## config.mk

```make
export PLATFORM = sky130hd
export DESIGN_NAME = useq_ctrl_flat
export DESIGN_NICKNAME = d
export VERILOG_FILES = /design/src/rtl/useq_ctrl_if.sv /design/src/rtl/useq_ctrl.sv /design/src/flat_wrapper.sv
export SDC_FILE = /design/constraint.sdc
export NUM_CORES = 1
export LEC_CHECK = 0
export CAP_MARGIN = 20
export CORE_MARGIN = 1.5
export CORE_UTILIZATION = 40
export CTS_CLUSTER_DIAMETER = 60
export DETAILED_ROUTE_END_ITERATION = 12
export PLACE_DENSITY_LB_ADDON = 0.12
export SYNTH_ARGS = -nofsm -noshare
export SYNTH_HDL_FRONTEND = slang
export SYNTH_SLANG_ARGS = --single-unit
```

## constraint.sdc

```tcl
create_clock -name clk -period 2.21 [get_ports clk]
set_input_delay 0.221 -clock clk [delete_from_list [all_inputs] [get_ports clk]]
set_output_delay 0.221 -clock clk [all_outputs]
set_load 0.1 [all_outputs]
```

## src/rtl/useq_ctrl_if.sv

```systemverilog
// Microsequencer control bundle: instruction fields and flags in, upcreg controls and status out.
interface useq_ctrl_if #(
    parameter int AW = 5,
    parameter int CW = 8
);
    logic          start;
    logic [AW-1:0] upc;
    logic [2:0]    br_op;
    logic [AW-1:0] br_addr;
    logic [1:0]    br_sel;
    logic [3:0]    flags;
    logic          loop_ld;
    logic [CW-1:0] loop_val;
    logic          load_incr;
    logic [AW-1:0] upc_next;
    logic          busy;
    logic          done;
    logic          stack_err;

    modport master (
        output start, upc, br_op, br_addr, br_sel, flags, loop_ld, loop_val,
        input  load_incr, upc_next, busy, done, stack_err
    );

    modport slave (
        input  start, upc, br_op, br_addr, br_sel, flags, loop_ld, loop_val,
        output load_incr, upc_next, busy, done, stack_err
    );
endinterface

```

## src/rtl/useq_ctrl.sv

```systemverilog
// Microsequencer controller: decodes the branch field each cycle and steers upcreg
// (load vs. increment), with a return stack, loop counter and start/done handshake.
//
// state | meaning
// IDLE  | after reset, waiting for start; upc held
// RUN   | executing microcode, branch field decoded every cycle
// DONE  | halted (HALT or RET on empty stack); upc held, start relaunches
module useq_ctrl #(
    parameter int            AW         = 5,
    parameter int            DEPTH      = 4,
    parameter int            CW         = 8,
    parameter logic [AW-1:0] START_ADDR = '0
) (
    input logic      clk,
    input logic      reset,
    useq_ctrl_if.slave bus
);

    localparam int IW  = $clog2(DEPTH);
    localparam int SPW = IW + 1;

    typedef enum logic [1:0] {
        S_IDLE = 2'd0,
        S_RUN  = 2'd1,
        S_DONE = 2'd2
    } state_t;

    typedef enum logic [2:0] {
        OP_NEXT  = 3'd0,
        OP_JMP   = 3'd1,
        OP_JCOND = 3'd2,
        OP_CALL  = 3'd3,
        OP_RET   = 3'd4,
        OP_LOOP  = 3'd5,
        OP_WAITC = 3'd6,
        OP_HALT  = 3'd7
    } br_op_t;

    state_t          state_q, state_d;
    logic [SPW-1:0]  sp_q, sp_d;
    logic [CW-1:0]   loop_cnt_q, loop_cnt_d;
    logic            stack_err_q, stack_err_d;
    logic            busy_q, busy_d;
    logic            done_q, done_d;
    logic [AW-1:0]   stack_q [DEPTH];

    logic            load_incr;
    logic [AW-1:0]   upc_next;
    logic            push_en;
    logic [AW-1:0]   push_data;
    logic [IW-1:0]   wr_idx;
    logic [IW-1:0]   rd_idx;
    logic            flag_sel;
    logic            stack_full;
    logic            stack_empty;

    // Stack pointer decode: sp counts entries, so the top lives at sp-1 and the
    // low bits of sp-1 wrap correctly even when sp == DEPTH.
    always_comb begin
        wr_idx      = sp_q[IW-1:0];
        rd_idx      = sp_q[IW-1:0] - IW'(1);
        stack_full  = (sp_q == SPW'(DEPTH));
        stack_empty = (sp_q == '0);
        flag_sel    = bus.flags[bus.br_sel];
    end

    // Next-state and upcreg steering; default is hold (load current upc).
    always_comb begin
        state_d     = state_q;
        sp_d        = sp_q;
        loop_cnt_d  = loop_cnt_q;
        stack_err_d = stack_err_q;
        load_incr   = 1'b1;
        upc_next    = bus.upc;
        push_en     = 1'b0;
        push_data   = bus.upc + AW'(1);

        unique case (state_q)
            S_IDLE, S_DONE: begin
                if (bus.start) begin
                    upc_next    = START_ADDR;
                    state_d     = S_RUN;
                    sp_d        = '0;
                    stack_err_d = 1'b0;
                end
            end
            S_RUN: begin
                unique case (bus.br_op)
                    OP_NEXT:  load_incr = 1'b0;
                    OP_JMP:   upc_next = bus.br_addr;
                    OP_JCOND: begin
                        if (flag_sel) upc_next  = bus.br_addr;
                        else          load_incr = 1'b0;
                    end
                    OP_CALL: begin
                        // Overflow drops the push but the jump still happens.
                        if (stack_full) begin
                            stack_err_d = 1'b1;
                        end else begin
                            push_en = 1'b1;
                            sp_d    = sp_q + SPW'(1);
                        end
                        upc_next = bus.br_addr;
                    end
                    OP_RET: begin
                        if (stack_empty) begin
                            stack_err_d = 1'b1;
                            state_d     = S_DONE;
                        end else begin
                            upc_next = stack_q[rd_idx];
                            sp_d     = sp_q - SPW'(1);
                        end
                    end
                    OP_LOOP: begin
                        if (loop_cnt_q != '0) begin
                            loop_cnt_d = loop_cnt_q - CW'(1);
                            upc_next   = bus.br_addr;
                        end else begin
                            load_incr = 1'b0;
                        end
                    end
                    OP_WAITC: begin
                        if (flag_sel) load_incr = 1'b0;
                    end
                    OP_HALT:  state_d = S_DONE;
                    default:  load_incr = 1'b1;
                endcase
            end
            default: state_d = S_IDLE;
        endcase

        // An explicit load overrides any same-cycle LOOP decrement.
        if (bus.loop_ld) loop_cnt_d = bus.loop_val;

        busy_d = (state_d == S_RUN);
        done_d = (state_d == S_DONE);
    end

    // Control state, stack pointer, loop counter and registered status flags.
    always_ff @(posedge clk or posedge reset) begin
        if (reset) begin
            state_q     <= S_IDLE;
            sp_q        <= '0;
            loop_cnt_q  <= '0;
            stack_err_q <= 1'b0;
            busy_q      <= 1'b0;
            done_q      <= 1'b0;
        end else begin
            state_q     <= state_d;
            sp_q        <= sp_d;
            loop_cnt_q  <= loop_cnt_d;
            stack_err_q <= stack_err_d;
            busy_q      <= busy_d;
            done_q      <= done_d;
        end
    end

    // Return-stack storage; contents need no reset since sp gates every read.
    always_ff @(posedge clk) begin
        if (push_en) stack_q[wr_idx] <= push_data;
    end

    assign bus.load_incr = load_incr;
    assign bus.upc_next  = upc_next;
    assign bus.busy      = busy_q;
    assign bus.done      = done_q;
    assign bus.stack_err = stack_err_q;

endmodule

```

## src/flat_wrapper.sv

```systemverilog
// flat-port wrapper written by rule: the top's interface ports become plain ports
module useq_ctrl_flat 
#(
    parameter int            AW         = 5,
    parameter int            DEPTH      = 4,
    parameter int            CW         = 8,
    parameter logic [AW-1:0] START_ADDR = '0
)
  (clk, reset, bus_start, bus_upc, bus_br_op, bus_br_addr, bus_br_sel, bus_flags, bus_loop_ld, bus_loop_val, bus_load_incr, bus_upc_next, bus_busy, bus_done, bus_stack_err);
  useq_ctrl_if #(.AW(AW), .CW(CW)) bus_i ();
  input logic clk;
  input logic reset;
  input wire logic [$bits(bus_i.start)-1:0] bus_start;
  input wire logic [$bits(bus_i.upc)-1:0] bus_upc;
  input wire logic [$bits(bus_i.br_op)-1:0] bus_br_op;
  input wire logic [$bits(bus_i.br_addr)-1:0] bus_br_addr;
  input wire logic [$bits(bus_i.br_sel)-1:0] bus_br_sel;
  input wire logic [$bits(bus_i.flags)-1:0] bus_flags;
  input wire logic [$bits(bus_i.loop_ld)-1:0] bus_loop_ld;
  input wire logic [$bits(bus_i.loop_val)-1:0] bus_loop_val;
  output wire logic [$bits(bus_i.load_incr)-1:0] bus_load_incr;
  output wire logic [$bits(bus_i.upc_next)-1:0] bus_upc_next;
  output wire logic [$bits(bus_i.busy)-1:0] bus_busy;
  output wire logic [$bits(bus_i.done)-1:0] bus_done;
  output wire logic [$bits(bus_i.stack_err)-1:0] bus_stack_err;
  assign bus_i.start = bus_start;
  assign bus_i.upc = bus_upc;
  assign bus_i.br_op = bus_br_op;
  assign bus_i.br_addr = bus_br_addr;
  assign bus_i.br_sel = bus_br_sel;
  assign bus_i.flags = bus_flags;
  assign bus_i.loop_ld = bus_loop_ld;
  assign bus_i.loop_val = bus_loop_val;
  assign bus_load_incr = bus_i.load_incr;
  assign bus_upc_next = bus_i.upc_next;
  assign bus_busy = bus_i.busy;
  assign bus_done = bus_i.done;
  assign bus_stack_err = bus_i.stack_err;
  useq_ctrl #(.AW(AW), .DEPTH(DEPTH), .CW(CW), .START_ADDR(START_ADDR)) u_core (.clk(clk), .reset(reset), .bus(bus_i));
endmodule
```

==> results of run 1 <==
[per-stage QoR]
stage               utilization (%)  setup WS (ns)
detailed placement             53.6         -0.168
floorplan                         -       0.000560
global placement               53.6        -0.0944
global route                   58.9         -0.260
finish                         58.9         -0.152
CTS                            57.2         -0.173
[layer usage]
metal,GRT usage [%],up-vias,part of all wire (%)
met4,7.59,0,1.9
li1,-,832,-
met3,3.95,10,4.0
met1,23.2,831,46
met2,30.9,49,48
met5,0,-,0
[state kept, by name (all words and copies together) (netlist names)]
signal and count:
u_core.sp_q 3, u_core.bus.busy 1, u_core.state_q 2, u_core.bus.stack_err 1
u_core.stack_q 20, u_core.loop_cnt_q 8, u_core.bus.done 1
[power breakdown]
part	internal (mW)	leakage (nW)	switching (mW)
registers	0.800	0.374	0.0749
clock network	0.335	0.0552	0.227
logic	0.767	0.782	1.03
[worst min path at each step]
stage,from,endpoint,slack (ns),cells after the start
final,reset,u_core.loop_cnt_q[7]$_DFFE_PP0P_,0.32,2
after global placement,u_core.bus.stack_err$_DFFE_PP0P_,u_core.bus.stack_err$_DFFE_PP0P_,0.49,2
after CTS,reset,u_core.loop_cnt_q[6]$_DFFE_PP0P_,0.33,2
after floorplan,reset,u_core.bus.busy$_DFF_PP0_,0.13,1
after detailed placement,u_core.bus.stack_err$_DFFE_PP0P_,u_core.bus.stack_err$_DFFE_PP0P_,0.49,2
after global routing,reset,u_core.loop_cnt_q[6]$_DFFE_PP0P_,0.38,2
[Yosys cell counts (2+ instances only)]
library cell | instances | area share [%]
inv_1 | 9 | 1.6
nand4_1 | 2 | 0.59
ha_1 | 6 | 3.5
dfrtp_1 | 16 | 19
mux4_2 | 6 | 6.3
nand3_1 | 4 | 0.94
nand3b_1 | 2 | 0.70
clkbuf_1 | 7 | 1.2
a211o_1 | 3 | 1.2
a22o_1 | 2 | 0.82
mux2i_1 | 13 | 6.1
nor2_1 | 8 | 1.4
a221o_1 | 5 | 2.3
o21ai_0 | 7 | 1.6
xnor2_1 | 7 | 2.9
nor3_1 | 2 | 0.47
nand2_1 | 9 | 1.6
nor2b_1 | 2 | 0.59
or3_1 | 4 | 1.2
and2_1 | 3 | 0.88
a31oi_1 | 3 | 0.88
o22ai_1 | 5 | 1.5
nand2b_1 | 4 | 1.2
edfxtp_1 | 20 | 28
a21oi_1 | 5 | 1.2
[cells by family (layout without fill, tap and decap cells)]
logic type	after synthesis	in the layout
adder cells (fa/ha/maj)	7	7
AND/OR/NAND/NOR	53	53
XOR/XNOR	8	8
multiplexers	20	20
AO/OA/AOI/OAI	40	40
flip-flops	36	36
buffers and inverters	17	85
[worst max-delay path: stages, from the launching register on]
cell and delay [ns]:
dfrtp_1 0.40, inv_2 0.07, ha_4 0.30, mux4_2 0.31, mux2i_1 0.17, o22ai_1 0.10
a221o_2 0.33, buf_12 0.17
[layout make-up]
cell class / instances / area (µm²) / share of cell area (%)
Clock buffer: 6 / 72.6 / 2.40
Timing Repair Buffer: 68 / 667 / 22.0
Sequential cell: 36 / 1000 / 33.1
Multi-Input combinational cell: 128 / 1130 / 37.3
Inverter: 9 / 33.8 / 1.12
Clock inverter: 2 / 35.0 / 1.16
Tap cell: 70 / 87.6 / 2.89
[what timing repair did]
item,4_1_cts,5_1_grt
gates cloned,0,0
pin swaps,3,9
resized for setup,9,5
setup endpoints to repair,6,7
setup buffers,6,10
==> run summary, run 1 <==
The run finished, with violations left. The final reports fail on negative setup slack. The placed instance area is ~2800 µm². The global-route usage over all layers is between 10% and 20%. The slack of the worst reg-to-reg path came out at about 0.11 ns. The share of the synthesized area in compound gates (AO/OA/AOI/OAI) is ~13%. The pin count of the biggest net entering global routing is 17. The CTS buffer count came out at 5. Buffers inserted to repair hold after CTS numbered 0. The worst setup path is captured at an output pin. The half-perimeter wire length after placement came out at around 3.7 mm. The share of synthesized flip-flops with an asynchronous set or reset came out at between 40% and 50%. The maximum buffer depth of the clock tree is 2. The repair_antennas step left the layout with diodes totalling 0. After synthesis, the largest family of logic cells by area is simple AND/OR/NAND/NOR gates.

In this run the worst hold path is classified as input pin to asynchronous set/reset pin. The number of nets still failing antenna checks after routing is 0. The library cells used most frequently in the layout, excluding fill and tap cells, are buf_4 (30), clkdlybuf4s50_1 (29), edfxtp_1 (20).

The count of maximum capacitance violations came out at 0. For this run, the leading register cell type out of synthesis is edfxtp_1. The final-layout fill cell count is between 400 and 500. The number of nets at the end of the flow came out at approximately 290.

The first global-routing pass estimated ~8.5 mm of wire. Of the available clock period, the critical path in the final layout requires 107%. In this run the critical register-to-register path is captured at u_core.loop_cnt_q[7]$_DFFE_PP0P_. The proportion of synthesized chip area in sequential cells came out at between 40% and 50%.

The deepest level of the CTS H-tree is 2. CTS placed an instance of clkbuf_8 at the clock tree root. The die outline height came out at around 76 µm. The routed layout has between 1500 and 2000 vias. The peak ir drop on the vdd network is 0.584 mV. The worst slew margin relative to its limit is between 50% and 60%. The length of the first detailed-routing pass in iterations is 4. The largest clock skew in the final design is 0.00747 ns. The number of global-route vias before repair is 1773. The count of final setup violators came out at 5. The timing startpoint of the critical path is u_core.sp_q[0]$_DFFE_PP0P_. In the routed design, unresolved DRC markers number 0. For the pin with the worst max-slew slack, the measured transition is 0.642 ns. Counting every net in the synthesized netlist gives about 220. The hold violation total from the final report is 0. After the first detailed-routing iteration, the DRC count stood at 96.

The final-report max-slew violation count came out at 0. The number of synthesis warnings is 0. The total negative slack came out at -0.655 ns. Leaving out fill and tap cells, the most frequent cell in the layout is buf_4.

The final setup slack of the worst path is -0.152 ns. The share of synthesized area spent on multiplexers is about 13%. The initial antenna violation count came out at 0. Counting every instance in the synthesized netlist gives around 180. In this run, distinct cell masters in the synthesized netlist total 52. The design area came out at a little over 3000 µm². In the final layout, the share of cells above drive strength 1 is approximately 29%. Clock latency on the worst-skew pair, taken at its later pin, is between 0.2 and 0.3 ns.

STA puts the critical path data required time at 1.99 ns. The die extent in x is between 70 and 80 µm. The detailed-route wire length is ~5.1 mm. The critical path ends at bus_upc_next[2].

The worst register-to-register path begins at u_core.loop_cnt_q[0]$_DFFE_PP0P_. After Yosys synthesis, and, or, nand and nor cells account for between 10% and 20% of the synthesized area. TritonCTS built the clock tree. The area added between synthesis and finish came out at 41.9%. The count of cells in the finished layout, fillers not included, comes to roughly 320. The number of enable-type register cells in the synthesized netlist is 20. The floorplan step defined a core boundary enclosing 5140 µm². Timing would allow up to ~420 MHz. The adder-cell share of the synthesized area is about 4.5%.

The total instance count after detailed placement is 295. The static leakage power came out at approximately 1.2 nW. The signal arrival time at the worst endpoint is 2.14 ns. The number of cell rows is 26. The depth of the most critical reg-to-reg path is 10. The clock-pin transition on the worst setup and hold timing paths came out at 0.07 ns. Along the worst path, the maximum fanout reaches 5. The average cell area after synthesis came out at 11.8 µm². Setup repair after global routing could not meet its margin everywhere. The smallest hold slack is approximately 0.32 ns. The final critical delay including setup and external delays came out at 2.36 ns. The synthesized-area fraction occupied by xor and xnor cells is 3.28%. Clock tree synthesis found a total of 36 sinks.

The count of port buffers added during placement is 39. The worst setup path is launched from a register. The count of pins on the block boundary came out at 40. The total overflow left after global routing is 0. The worst setup path category is register to output pin.

The global placement routability congestion is approximately 0.89. The overall power of the completed layout came out at roughly 3.2 mW. The total power density per cell area is 1070 nW/µm².

The number of flip-flops and latches in the synthesized netlist is 36. The initial standard-cell utilization of the core came out at between 40 and 50%. The via count normalized by instance count came out at around 5.4. The area of the die is approximately 5800 µm². The average detailed-routed wire length per instance is 16.0 µm. The netlist area before placement came out at 2130 µm².
No activity file was read; power rests on OpenSTA's default activity.
==> inputs of run 2 (changes only) <==
==> constraint.sdc (replaced) <==
create_clock -name clk -period 2.2 [get_ports clk]
set_input_delay 0.22 -clock clk [delete_from_list [all_inputs] [get_ports clk]]
set_output_delay 0.22 -clock clk [all_outputs]
set_load 0.1 [all_outputs]
==> run summary, run 2 (synthesized netlist as in run 1, its figures left out) <==
The commonest non-fill, non-tap cell in the layout is clkdlybuf4s50_1. The hold violation total from the final report came out at 0 (unchanged). The total power density per cell area came out at 1050 nW/µm² (-1.6%). The signal arrival time at the worst endpoint is 2.20 ns (+0.06 ns). The design area came to 2970 µm² (-1.8%). The via count normalized by instance count came out at 5.49 (+1.8%).

The total DRC errors in the routed layout was 0 (unchanged). The half-perimeter wire length after placement came out at 3.84 mm (+4.0%). The placed instance area is 2770 µm² (+0.55%). The slack of the worst reg-to-reg path came out at 0.19 ns (+0.08 ns).

The overall power of the completed layout came out at 3.12 mW (-3.3%). The initial standard-cell utilization of the core came to 41.5% (unchanged). The deepest level of the CTS H-tree came to 2 (unchanged). The global-route usage over all layers is 18.7% (+0.29 points). The average detailed-routed wire length per instance came out at 16.6 µm (+3.8%). The first-pass GRT wire length came out at 8.56 mm (+1.3%). The global-route congestion overflow total came to 0 (unchanged). The number of nets still failing antenna checks after routing is 0 (unchanged).

The core box area is 5140 µm² (unchanged). The endpoint required time on the critical path came to 1.98 ns (about the same). The routed design could run at a clock period as short as 2.42 ns.

TritonCTS built the clock tree. The area used by multi-input combinational logic is 1140 µm² (+0.55%). The count of port buffers added during placement came out at 39 (unchanged).

The detailed-route wire length is 5.17 mm (+1.6%). STA classifies the critical path startpoint as a register. The clock net sink count was 36 (unchanged). Based on the critical path, the design can be clocked at up to between 400 and 500 MHz.

The classification of the worst-slack hold path is input pin to asynchronous set/reset pin. The slowest stage cell on the critical path is dfrtp_1. The flow ran to the end, but the final reports show violations. The setup path with the least slack is of type register to output pin. The switching power as a share of total power came to 43.5% (+2.4 points). The delay of the slowest critical-path stage was 0.41 ns (about the same). The flip-flop count of the largest register, all copies and words added came to 20 (unchanged). The antenna cell count is 0 (unchanged). The cell-internal power came out at 1.76 mW (-7.2%). The largest clock skew in the final design is 0.00960 ns (+0.00213 ns).

The worst slew margin relative to its limit is 58.2% (+1.1 points). The total net switching power came out at 1.36 mW (+2.2%). The critical path buffer and inverter count is 2 (unchanged). The maximum buffer depth of the clock tree came to 2 (unchanged). The checks that failed: negative setup slack.

The worst-path maximum fanout is 5 (unchanged). After layout, the worst path uses 110% of the clock period. The fraction of final layout cells sized beyond drive strength 1 came out at 27.3% (-2.0 points). The area taken by flip-flops and latches came out at 1000 µm² (-0.12%). The part of the total power dissipated in combinational logic came to 56.5% (+1.0 points). The largest register by flop count is u_core.stack_q. Setup repair after global routing could not meet its margin everywhere. The final setup slack of the worst path is -0.222 ns (-0.0694 ns). The largest registers in the layout are u_core.stack_q: 20 flops, u_core.loop_cnt_q: 8 flops, u_core.sp_q: 3 flops.

The initial detailed-routing violation count came out at 82 (-15%). The die extent in x came out at 76.1 µm (unchanged). The clock-pin transition on the worst setup and hold timing paths is 0.08 ns (about the same).

Leaving out fill and tap cells, the most frequent cells in the layout are clkdlybuf4s50_1 (29), buf_4 (22), edfxtp_1 (20). The initial antenna violation count came out at 0 (unchanged). The sequential fraction of design power came out at 28.2% (+1.1 points). The pin count of the biggest net entering global routing is 17 (unchanged). The static leakage power came out at 1.18 nW (-3.0%). The hold buffer count at cts came out at 0 (unchanged).

The CTS buffer count is 5 (unchanged). The final-layout fill cell count came out at 469 (+5.4%). The total via count after detailed routing came to 1714 (-0.46%). The number of global-route vias before repair came out at 1751 (-1.2%).

The number of cell rows is 26 (unchanged). The count of final setup violators came out at 5 (unchanged). The part of the total power dissipated in the clock network was 15.3% (-2.1 points). The area of the die came out at 5780 µm² (unchanged). The die outline height is 76.1 µm (unchanged). Clock tree synthesis selected as its root buffer the cell clkbuf_8. The signal on the critical path passes through inv_2 > ha_4 > mux4_2 > mux2i_1 > o22ai_1 > a221o_2 > buf_12. STA classifies the critical path endpoint as an output pin. The final-report max-slew violation count came to 0 (unchanged).

The count of pins on the block boundary is 40 (unchanged). Among cell families on the critical path, the largest total delay comes from multiplexers. The area added between synthesis and finish came out at 39.3%. The count of maximum capacitance violations came out at 0 (unchanged).

The slew of the pin with the lowest slew margin is 0.626 ns (-0.0158 ns). The source-to-sink clock delay at the later pin of the worst-skew pair is 0.29 ns (about the same). The length of the first detailed-routing pass in iterations came out at 4 (unchanged). The peak ir drop on the vdd network is 0.635 mV (+8.7%). The number of nets at the end of the flow is 279 (-2.4%).

The global placement routability congestion is 0.881 (-1.1%).
## run 2: cell type report
| cell class | instances | share of cell area [%] |
|---|---|---|
| clock buffers | 5 | 2.31 |
| clock inverters | 3 | 0.799 |
| inverters | 9 | 1.14 |
| multi-input cells | 128 | 38.2 |
| flip-flops and latches | 36 | 33.7 |
| well taps | 70 | 2.94 |
| repair buffers | 61 | 20.9 |
## run 2: final timing paths
| path | depth (start not counted) | end | startpoint |
|---|---|---|---|
| setup / recovery | 7 | bus_upc_next[2] | u_core.sp_q[0]$_DFFE_PP0P_ |
| setup reg to reg | 7 | u_core.loop_cnt_q[7]$_DFFE_PP0P_ | u_core.loop_cnt_q[0]$_DFFE_PP0P_ |
| max in group asynchronous | 2 | u_core.sp_q[1]$_DFFE_PP0P_ | reset |
| hold / removal | 2 | u_core.bus.busy$_DFF_PP0_ | reset |
| min in group clk | 3 | u_core.loop_cnt_q[3]$_DFFE_PP0P_ | bus_loop_val[3] |
| hold reg to reg | 2 | u_core.bus.stack_err$_DFFE_PP0P_ | u_core.bus.stack_err$_DFFE_PP0P_ |
## run 2: what timing repair did
item / CTS / global route
buffers inserted: 2 / 5
resized for setup: 7 / 6
endpoints found under the setup margin: 6 / 6
pin swaps: 2 / 4
## run 2: metal layers
layer	global-route usage (%)	wire length, µm
met5	0	0
met2	30.5	2530
met1	24.5	2350
met3	4.67	225
met4	6.30	61
## run 2: through the flow
| step | util (%) | TNS [ns] | setup slack, ns | hold WS [ns] | instances |
|---|---|---|---|---|---|
| after detailed placement | 53.9 | -0.709 | -0.168 | 0.502 | 297 |
| after floorplan | - | 0 | 0.0262 | 0.134 | 181 |
| after global placement | 53.9 | -0.474 | -0.106 | 0.485 | 297 |
| after global routing | 57.9 | -1.28 | -0.294 | 0.370 | 312 |
| final | 57.9 | -0.828 | -0.222 | 0.305 | 312 |
| after CTS | 56.6 | -0.907 | -0.227 | 0.329 | 307 |
## run 2: power by group through the flow
stage               clock network [mW]  logic (mW)  registers (mW)
finish                           0.477        1.76           0.881
global route                     0.531        1.86           0.894
CTS                              0.494        1.73           0.880
detailed placement                   0        1.69           0.891
global placement                     0        1.66           0.883
floorplan                            0        1.03            1.04
